==> src/rtl/serial_deserializer_if.sv <==
// Handshake bundle between the serial deserializer (master) and its environment (slave).
// parity_err exists only when SERIAL_DESERIALIZER_PARITY_EN is defined.
interface serial_deserializer_if #(
    parameter int WIDTH = 4
);
    logic             sin;
    logic             sin_valid;
    logic [WIDTH-1:0] dout;
    logic             dout_valid;
    logic             dout_ready;
    logic             overrun;
`ifdef SERIAL_DESERIALIZER_PARITY_EN
    logic             parity_err;

    modport master (
        input  sin, sin_valid, dout_ready,
        output dout, dout_valid, overrun, parity_err
    );
    modport slave (
        output sin, sin_valid, dout_ready,
        input  dout, dout_valid, overrun, parity_err
    );
`else
    modport master (
        input  sin, sin_valid, dout_ready,
        output dout, dout_valid, overrun
    );
    modport slave (
        output sin, sin_valid, dout_ready,
        input  dout, dout_valid, overrun
    );
`endif
endinterface

==> src/rtl/serial_deserializer.sv <==
// LSB-first serial-to-parallel converter with a one-word valid/ready holding register.
// Optional even-parity bit per frame: define SERIAL_DESERIALIZER_PARITY_EN.
module serial_deserializer #(
    parameter int WIDTH = 4
) (
    input logic                  clk,
    input logic                  rst_n,
    serial_deserializer_if.master bus
);
    localparam int               CNT_W     = $clog2(WIDTH + 1);
    localparam logic [CNT_W-1:0] LAST_DATA = CNT_W'(WIDTH - 1);

    typedef enum logic [1:0] {
        IDLE  = 2'd0,
        SHIFT = 2'd1,
        PAR   = 2'd2
    } state_t;

    state_t           state;
    logic [CNT_W-1:0] cnt;
    logic [WIDTH-1:0] sh_p0;
    logic [WIDTH-1:0] sh_next;
    logic [WIDTH-1:0] dout_p1;
    logic             vld_p1;
    logic             overrun_p1;
    logic             accept;

`ifdef SERIAL_DESERIALIZER_PARITY_EN
    logic parity_err_p1;

    function automatic logic parity_mismatch(input logic [WIDTH-1:0] d, input logic p);
        return (^d) ^ p;
    endfunction
`endif

    assign sh_next = {bus.sin, sh_p0[WIDTH-1:1]};
    // A finished word may load when the holder is empty or is being drained on this edge.
    assign accept  = !vld_p1 || bus.dout_ready;

    always_ff @(posedge clk or negedge rst_n) begin
        if (!rst_n) begin
            state      <= IDLE;
            cnt        <= '0;
            sh_p0      <= '0;
            dout_p1    <= '0;
            vld_p1     <= 1'b0;
            overrun_p1 <= 1'b0;
`ifdef SERIAL_DESERIALIZER_PARITY_EN
            parity_err_p1 <= 1'b0;
`endif
        end else begin
            overrun_p1 <= 1'b0;
`ifdef SERIAL_DESERIALIZER_PARITY_EN
            parity_err_p1 <= 1'b0;
`endif
            if (vld_p1 && bus.dout_ready)
                vld_p1 <= 1'b0;

            // p0: shift stage; p1: holding register, loaded on frame completion
            if (bus.sin_valid) begin
                case (state)
                    IDLE, SHIFT: begin
                        sh_p0 <= sh_next;
                        if (cnt == LAST_DATA) begin
`ifdef SERIAL_DESERIALIZER_PARITY_EN
                            cnt   <= CNT_W'(WIDTH);
                            state <= PAR;
`else
                            cnt   <= '0;
                            state <= IDLE;
                            if (accept) begin
                                dout_p1 <= sh_next;
                                vld_p1  <= 1'b1;
                            end else begin
                                overrun_p1 <= 1'b1;
                            end
`endif
                        end else begin
                            cnt   <= cnt + CNT_W'(1);
                            state <= SHIFT;
                        end
                    end
`ifdef SERIAL_DESERIALIZER_PARITY_EN
                    PAR: begin
                        // The parity bit is checked against the data, never shifted in.
                        cnt   <= '0;
                        state <= IDLE;
                        if (accept) begin
                            dout_p1       <= sh_p0;
                            vld_p1        <= 1'b1;
                            parity_err_p1 <= parity_mismatch(sh_p0, bus.sin);
                        end else begin
                            overrun_p1 <= 1'b1;
                        end
                    end
`endif
                    default: begin
                        cnt   <= '0;
                        state <= IDLE;
                    end
                endcase
            end
        end
    end

    assign bus.dout       = dout_p1;
    assign bus.dout_valid = vld_p1;
    assign bus.overrun    = overrun_p1;
`ifdef SERIAL_DESERIALIZER_PARITY_EN
    assign bus.parity_err = parity_err_p1;
`endif

endmodule

==> src/flat_wrapper.sv <==
// flat-port wrapper written by rule: the top's interface ports become plain ports
module serial_deserializer_flat 
#(
    parameter int WIDTH = 4
)
  (clk, rst_n, bus_sin, bus_sin_valid, bus_dout_ready, bus_dout, bus_dout_valid, bus_overrun);
  serial_deserializer_if #(.WIDTH(WIDTH)) bus_i ();
  input logic clk;
  input logic rst_n;
  input wire logic [$bits(bus_i.sin)-1:0] bus_sin;
  input wire logic [$bits(bus_i.sin_valid)-1:0] bus_sin_valid;
  input wire logic [$bits(bus_i.dout_ready)-1:0] bus_dout_ready;
  output wire logic [$bits(bus_i.dout)-1:0] bus_dout;
  output wire logic [$bits(bus_i.dout_valid)-1:0] bus_dout_valid;
  output wire logic [$bits(bus_i.overrun)-1:0] bus_overrun;
  assign bus_i.sin = bus_sin;
  assign bus_i.sin_valid = bus_sin_valid;
  assign bus_i.dout_ready = bus_dout_ready;
  assign bus_dout = bus_i.dout;
  assign bus_dout_valid = bus_i.dout_valid;
  assign bus_overrun = bus_i.overrun;
  serial_deserializer #(.WIDTH(WIDTH)) u_core (.clk(clk), .rst_n(rst_n), .bus(bus_i));
endmodule
==> config.mk <==
export PLATFORM = sky130hd
export DESIGN_NAME = serial_deserializer_flat
export DESIGN_NICKNAME = d
export VERILOG_FILES = /design/src/rtl/serial_deserializer_if.sv /design/src/rtl/serial_deserializer.sv /design/src/flat_wrapper.sv
export SDC_FILE = /design/constraint.sdc
export NUM_CORES = 1
export LEC_CHECK = 0
export ABC_AREA = 1
export CORE_AREA = 2 2 39 41
export DETAILED_ROUTE_END_ITERATION = 8
export DIE_AREA = 0 0 41 43
export SYNTH_ARGS = -nofsm -noshare
export SYNTH_HDL_FRONTEND = slang
export SYNTH_SLANG_ARGS = --single-unit
==> constraint.sdc <==
create_clock -name clk -period 2.9 [get_ports clk]
set_input_delay 0.87 -clock clk [delete_from_list [all_inputs] [get_ports clk]]
set_output_delay 0.87 -clock clk [all_outputs]
set_load 0.01 [all_outputs]
==> flow_metrics.env <==
export IMPL_worstHoldPathType="register to register"
export IMPL_required_ns=2.03
export IMPL_finalWirelength_um=723
export IMPL_antenna_found_initial=0
export IMPL_finalCritPeriodShare_pct=69.7
export IMPL_num_antenna_cells=0
export IMPL_timing_max_slew_rel_slack_pct=63.5
export IMPL_worst_path_max_fanout=2
export IMPL_final_hold_viol_count=0
export IMPL_fillers=146
export IMPL_syn_inst=51
export IMPL_synth_net_count=57
export IMPL_grt_first_pass_wirelength_mm=1.30
export IMPL_placed_cell_area_um2=596
export IMPL_crit_path_leading_delay_family="buffers and inverters"
export IMPL_detail_route_first_pass_iterations=3
export IMPL_cp_num_buf_inv=1
export IMPL_maxCapViolCount=0
export IMPL_tritoncts_clock_tree="built"
export IMPL_gpl_congestion=0.728
export IMPL_tightest_slew_ns=0.545
export IMPL_via_count_of_the_first_global_routing_pass=326
export IMPL_minimum_period_implied_by_the_final_worst_setup_slack_ns=2.02
export IMPL_wl_per_cell_um=9.04
export IMPL_layout_commonest_cell="sky130_fd_sc_hd__nand2_1"
export IMPL_worstPathCellList="clkdlybuf4s50_1"
export IMPL_final_setup_skew_ns=0.00300
export IMPL_post_synth_instance_area_um2=480
export IMPL_postRouteAntennaNets=0
export IMPL_ctsResizeCount=0
export IMPL_area_growth_pct=31.5
export IMPL_viasPerCell=4.44
export IMPL_post_cts_repair_setup_buffers=0
export IMPL_initial_core_util_pct=34.7
export IMPL_first_drt_iteration_drcs=2
export IMPL_drive_above_1_share_pct=9.38
export IMPL_synthesis_area_per_instance_um2=9.42
export IMPL_vdd_drop_max_v=0.000270
export IMPL_final_cell_area_um2=632
export IMPL_htree_levels=1
export IMPL_fmax_ghz=0.495
export IMPL_cts_buffers_inserted=3
export IMPL_detailroute_via_count=355
export IMPL_mostFrequentLayoutCells="15 x sky130_fd_sc_hd__nand2_1, 12 x sky130_fd_sc_hd__dfrtp_1, 10 x sky130_fd_sc_hd__clkdlybuf4s50_1, 7 x sky130_fd_sc_hd__inv_1, 5 x sky130_fd_sc_hd__nand3_1"
export IMPL_clkSinkCount=12
export IMPL_hold_worst_slack_ns=0.473
export IMPL_fp_coreArea_um2=1380
export IMPL_die_height_um=43
export IMPL_cp_end_kind="output pin"
export IMPL_report_final_setup_viol=0
export IMPL_cts_hold_fix_buffers=0
export IMPL_grt_max_degree=13
export IMPL_sequential_cell_area_fraction_in_the_yosys_report_pct=62.5
export IMPL_tns_ns=0
export IMPL_slowest_delay_ns=0.53
export IMPL_yosysWarningCount=0
export IMPL_slowest_stage="sky130_fd_sc_hd__clkdlybuf4s50_1"
export IMPL_criticalPathCategory="register to output pin"
export IMPL_overflow_left_after_global_routing=0
export IMPL_floorplan_die_width_um=41
export IMPL_setup_worst_path_start_class="register"
export IMPL_clock_root_buffer="sky130_fd_sc_hd__clkbuf_4"
export IMPL_grt_total_usage_pct=11.1
export IMPL_nets=71
export IMPL_row_count=14
export IMPL_clk_latency_ns=0.27
export IMPL_cts_reportedPaths_clkPinSlew_ns=0.08
export IMPL_critPathArrivalTime_ns=1.15
export IMPL_ctsLongestPathBuffers=2
export IMPL_placement_setup_worst_slack_ns=0.715
export IMPL_remaining_drc_errors=0
export IMPL_place_port_buffers=10
export IMPL_timing_final_ws_setup_ns=0.878
export IMPL_synth_seq_cells=12
export IMPL_finalMaxSlewViolations=0
export IMPL_hpwl_um=550
export IMPL_power_leakage_nw=0.312
export IMPL_powerDensity_nw_per_um2=855
export IMPL_netlist_cell_type_count=11
export IMPL_rsz0062_at_grt="false"
export IMPL_area_of_the_die_um2=1760
export IMPL_num_io_pins=11
export IMPL_outcome="completed"
export IMPL_fin_total_pwr_mw=0.540
==> path summary, 6_finish.rpt <==
kind | start | end | slack (ns) | cells past startpoint
min | u_core.bus.dout[0]$_DFFE_PN0P_ | u_core.bus.dout[0]$_DFFE_PN0P_ | 0.47 | 2
min reg2reg | u_core.bus.dout[0]$_DFFE_PN0P_ | u_core.bus.dout[0]$_DFFE_PN0P_ | 0.47 | 2
max | u_core.bus.dout[1]$_DFFE_PN0P_ | bus_dout[1] | 0.88 | 1
max reg2reg | u_core.cnt[0]$_DFFE_PN0P_ | u_core.bus.dout[3]$_DFFE_PN0P_ | 1.80 | 6
max in group asynchronous | rst_n | u_core.sh_p0[2]$_DFFE_PN0P_ | 1.59 | 1
min in group asynchronous | rst_n | u_core.bus.dout[0]$_DFFE_PN0P_ | 0.95 | 1
==> sequential cells by signal, summed over array words and instances (netlist names) <==
register	flops
u_core.bus.dout	4
u_core.bus.dout_valid	1
u_core.bus.overrun	1
u_core.cnt	3
u_core.sh_p0	3
==> cells by family (layout without fill, tap and decap cells) <==
kind of cell / count (synthesis) / count (layout) / synth area share (%)
and+or+nand+nor: 24 / 24 / 22.1
DFF: 12 / 12 / 62.5
buffers and inverters: 8 / 21 / 6.51
AOI/OAI and AO/OA: 6 / 6 / 6.25
adders and majority gates: 1 / 1 / 2.60
==> layer usage <==
layer  global-route usage [%]  part of all wire (%)  up-vias
met5                        0                     0        -
met1                     15.1                    47      163
met3                     4.71                   6.9        0
li1                         -                     -      183
met4                     6.00                     0        0
met2                     14.4                    46        9
==> report_power, final <==
part	total (mW)	internal, mW	switching, mW
clock network	0.132	0.0762	0.0558
logic	0.167	0.0869	0.0804
registers	0.241	0.216	0.0246
total	0.540	0.379	0.161
==> layout make-up <==
class                   instances  area, µm²  share of cell area [%]
flip-flops and latches         12        300                    47.5
clock buffers                   4       36.3                    5.74
multi-input cells              31        149                    23.6
well taps                      16       20.0                    3.17
inverters                       7       26.3                    4.16
repair buffers                 10        100                    15.8
==> per-stage QoR <==
stage,utilization [%],instances
global placement,43.0,76
floorplan,-,51
finish,45.7,80
global route,45.7,80
detailed placement,43.0,76
CTS,45.7,80
==> synth_stat cells <==
cell	count	area, µm²
sky130_fd_sc_hd__a21oi_1	2	10.0
sky130_fd_sc_hd__inv_1	7	26.3
sky130_fd_sc_hd__nand2_1	15	56.3
sky130_fd_sc_hd__o21ai_0	4	20.0
sky130_fd_sc_hd__buf_2	1	5.00
sky130_fd_sc_hd__nand2_2	1	6.26
sky130_fd_sc_hd__nand3_1	5	25.0
sky130_fd_sc_hd__nor2_1	2	7.51
sky130_fd_sc_hd__ha_1	1	12.5
sky130_fd_sc_hd__nor2_4	1	11.3
sky130_fd_sc_hd__dfrtp_1	12	300
Power figures use the tool's default switching activity.
